`src/rtl/tx_lane_serializer.sv`:
```
// Four-lane byte striper and MSB-first serializer feeding the receiver.
// Sends a COMMA preamble after reset, then round-robin lane slots.
module tx_lane_serializer #(
    parameter int          SYNC_BYTES = 4,
    parameter logic [7:0]  COMMA      = 8'hBC,
    parameter logic [7:0]  IDLE       = 8'h7C
) (
    input  logic       clk_32f,
    input  logic       rst,
    input  logic [7:0] in0,
    input  logic [7:0] in1,
    input  logic [7:0] in2,
    input  logic [7:0] in3,
    input  logic       valid_in0,
    input  logic       valid_in1,
    input  logic       valid_in2,
    input  logic       valid_in3,
    output logic       salida_tx,
    output logic       ack0,
    output logic       ack1,
    output logic       ack2,
    output logic       ack3,
    output logic       tx_active
);

    typedef enum logic {
        SYNC,
        ACTIVE
    } state_e;

    localparam logic [3:0] SYNC_N = 4'(SYNC_BYTES);

    state_e     state_q;
    logic [2:0] bit_cnt_q;
    logic [1:0] lane_q;
    logic [3:0] pre_cnt_q;
    logic [6:0] shift_q;
    logic [3:0] ack_q;

    logic       sync_done;
    logic       lane_valid;
    logic [7:0] lane_data;
    logic [7:0] load_d;
    logic [3:0] ack_d;

    always_comb begin
        lane_valid = 1'b0;
        lane_data  = 8'h00;
        unique case (lane_q)
            2'd0: begin lane_valid = valid_in0; lane_data = in0; end
            2'd1: begin lane_valid = valid_in1; lane_data = in1; end
            2'd2: begin lane_valid = valid_in2; lane_data = in2; end
            2'd3: begin lane_valid = valid_in3; lane_data = in3; end
        endcase
    end

    // The slot right after the last comma is already an active slot.
    always_comb begin
        sync_done = (state_q == ACTIVE) || (pre_cnt_q == SYNC_N);
        load_d    = COMMA;
        ack_d     = 4'b0000;
        if (sync_done) begin
            load_d = lane_valid ? lane_data : IDLE;
            if (lane_valid)
                ack_d = 4'b0001 << lane_q;
        end
    end

    always_ff @(posedge clk_32f) begin
        if (rst) begin
            state_q   <= SYNC;
            bit_cnt_q <= 3'd0;
            lane_q    <= 2'd0;
            pre_cnt_q <= 4'd0;
            shift_q   <= 7'd0;
            ack_q     <= 4'b0000;
            salida_tx <= 1'b0;
            tx_active <= 1'b0;
        end else begin
            bit_cnt_q <= bit_cnt_q + 3'd1;
            ack_q     <= 4'b0000;
            if (bit_cnt_q == 3'd0) begin
                salida_tx <= load_d[7];
                shift_q   <= load_d[6:0];
                ack_q     <= ack_d;
                if (sync_done) begin
                    state_q   <= ACTIVE;
                    tx_active <= 1'b1;
                    lane_q    <= lane_q + 2'd1;
                end else begin
                    pre_cnt_q <= pre_cnt_q + 4'd1;
                end
            end else begin
                salida_tx <= shift_q[6];
                shift_q   <= {shift_q[5:0], 1'b0};
            end
        end
    end

    assign ack0 = ack_q[0];
    assign ack1 = ack_q[1];
    assign ack2 = ack_q[2];
    assign ack3 = ack_q[3];

endmodule
```
`config.mk`:
```
export PLATFORM = sky130hd
export DESIGN_NAME = tx_lane_serializer
export DESIGN_NICKNAME = d
export VERILOG_FILES = /design/src/rtl/tx_lane_serializer.sv
export SDC_FILE = /design/constraint.sdc
export NUM_CORES = 1
export LEC_CHECK = 0
export CAP_MARGIN = 40
export CORE_MARGIN = 2
export CORE_UTILIZATION = 25
export CTS_BUF_LIST = sky130_fd_sc_hd__clkbuf_2
export CTS_CLUSTER_SIZE = 8
export DETAILED_ROUTE_END_ITERATION = 8
export GPL_ROUTABILITY_DRIVEN = 1
export SLEW_MARGIN = 20
export SYNTH_ARGS = -nofsm -noshare
export SYNTH_HDL_FRONTEND = slang
export SYNTH_SLANG_ARGS = --single-unit
```
`constraint.sdc`:
```
create_clock -name clk_32f -period 2.1 [get_ports clk_32f]
set_input_delay 0.42 -clock clk_32f [delete_from_list [all_inputs] [get_ports clk_32f]]
set_output_delay 0.42 -clock clk_32f [all_outputs]
set_load 0.05 [all_outputs]
```
==> results.json <==
{
  "status": "finished clean",
  "max_freq_mhz": 525,
  "async_reset_ff_share_pct": 0,
  "nets": 211,
  "regArea_sq_um": 443,
  "cts_resized": 0,
  "gp_congestion": 0.717,
  "finalClockSkew_ns": 0.00707,
  "final_cell_mix": "clkdlybuf4s50_1 (42), dfxtp_1 (20), nor2_1 (17)",
  "rsz0062_at_grt": "false",
  "ys_types": 31,
  "ys_seq_area_share_pct": 38.5,
  "required_ns": 2.36,
  "clockBufferDepth": 2,
  "root_buffer": "clkbuf_2",
  "dieArea_sq_um": 5130,
  "vias": 1040,
  "yosysWarnings": 0,
  "cts_sinks": 22,
  "worst_slew_pin_slew_ns": 0.504,
  "period_needed_ns": 1.91,
  "whs_ns": 0.467,
  "layout.cells.most_common": "clkdlybuf4s50_1",
  "grt.total_usage_pct": 11.6,
  "synth_cells": 119,
  "synth_seq_cells": 22,
  "core_sq_um": 4380,
  "fillCellCount": 458,
  "cts_tree": "done",
  "drt-total-wl_mm": 2.78,
  "hold_viol": 0,
  "rows": 24,
  "synthToLayoutAreaGrowth_pct": 46.5,
  "powerDensity_nw_per_um2": 566,
  "antenna_found_initial": 0,
  "portBuffers": 43,
  "htree_levels": 1,
  "grt_pass1_vias": 1042,
  "synth.net_count": 165,
  "report.final.slew_viol_count": 0,
  "die_h_um": 71.6,
  "antenna_cells": 0,
  "cts_made_buffers": 3,
  "synth_edf_count": 0,
  "tns_ns": 0,
  "post-route-period-util_pct": 90.8,
  "route.detailed.drc": 0,
  "cts_setup_buffers": 0,
  "clk_latency_ns": 0.31,
  "grt_pass1_wl_mm": 4.72,
  "pin_count": 44,
  "critical_path_class": "reg -> reg",
  "min_path_type": "reg -> reg",
  "drive_gt1_share_pct": 13.4,
  "post-dp-hpwl_mm": 2.30,
  "grt.overflow.total": 0,
  "cp_max_fo": 9,
  "leakagePower_nw": 0.615,
  "power_mw": 0.949,
  "drt_iter0_markers": 56,
  "startpoint_type": "flip-flop",
  "finalSetupViolCount": 0,
  "start_util_pct": 26.1,
  "synth_top_flop_cell": "dfxtp_1",
  "drtAntennaViolNets": 0,
  "slew_headroom_pct": 66.3,
  "cts_hold_buf": 0,
  "multiInputGateArea_sq_um": 631,
  "peakVddDrop_mv": 0.222,
  "clk_pin_slew_worst_paths_ns": 0.20,
  "wl_per_cell_um": 12.9,
  "vias_per_cell": 4.81,
  "drtPass1Iterations": 4,
  "cap_violations": 0,
  "die_w_um": 71.6,
  "synth_area_sq_um": 1140,
  "grt_max_degree": 14,
  "worst_setup_path_end_kind": "flip-flop",
  "cp.arrival_ns": 2.16,
  "avgSynthCellArea_sq_um": 9.61
}
==> synthesized netlist by cell type, types with 2 or more instances <==
library cell	number	area share, %
dfxtp_1	22	39
nor2_1	17	5.6
a222oi_1	9	7.9
ha_1	8	8.8
inv_1	7	2.3
nand2_1	6	2.0
nor3_1	5	2.2
o21ai_0	5	2.2
xnor2_1	5	3.8
a211oi_1	4	2.6
nor4_2	4	4.4
clkbuf_1	3	0.98
a21oi_1	2	0.88
buf_4	2	1.3
buf_6	2	2.0
mux2i_1	2	1.8
nand3b_1	2	1.3
==> state kept, by name (all words and copies together) (netlist names) <==
name,count
ack_q,4
bit_cnt_q,3
lane_q,2
pre_cnt_q,4
salida_tx,1
shift_q,7
state_q,1
==> worst max-delay path: stages (launching register included) <==
cell      delay (ns)
dfxtp_2         0.40
inv_1           0.17
ha_2            0.32
a222oi_1        0.13
and2_1          0.20
or3_4           0.42
o31ai_4         0.21
==> power by group <==
| part | internal, mW | switching [mW] | total, mW |
|---|---|---|---|
| Clock | 0.164 | 0.122 | 0.286 |
| Combinational | 0.114 | 0.0839 | 0.198 |
| Sequential | 0.445 | 0.0189 | 0.464 |
| Total | 0.724 | 0.225 | 0.949 |
==> routing by layer <==
metal,wire (um),vias to the layer above,GRT usage [%]
met3,147,2,1.83
met5,0,-,0
met4,22,0,4.40
li1,-,524,-
met1,1220,481,14.3
met2,1380,33,20.2
==> path summary, 6_finish.rpt <==
path	depth (start not counted)	slack, ns	to	from
worst max-delay path	6	0.19	shift_q[1]	lane_q[0]
worst min-delay path	1	0.47	bit_cnt_q[0]	bit_cnt_q[0]
worst max register to register	6	0.19	shift_q[1]	lane_q[0]
worst min register to register	1	0.47	bit_cnt_q[0]	bit_cnt_q[0]
==> final cells by class <==
type	instances	share of cell area (%)
clock inverter	1	1.79
clock buffer	3	0.896
multi-input combinational	83	37.6
timing repair buffer	48	27.8
tap	52	3.88
sequential	22	26.4
inverter	7	1.57
==> metrics by stage <==
step / instances / worst slack (ns) / cell area, sq um / util, %
3_5_place_dp: 212 / 0.115 / 1630 / 37.1
4_1_cts: 216 / 0.0617 / 1670 / 38.1
2_1_floorplan: 119 / 0.242 / 1140 / -
5_1_grt: 216 / 0.0249 / 1680 / 38.2
6_report: 216 / 0.194 / 1680 / 38.2
3_3_place_gp: 212 / 0.173 / 1630 / 37.1
==> logic make-up after synthesis <==
kind of cell | share of synthesized area, %
AOI/OAI and AO/OA | 18.4
and+or+nand+nor | 22.2
muxes | 1.75
xor gates and xnor gates | 3.83
DFF | 38.5
adders and majority gates | 8.75
buffers and inverters | 6.56
Power figures use the tool's default switching activity.
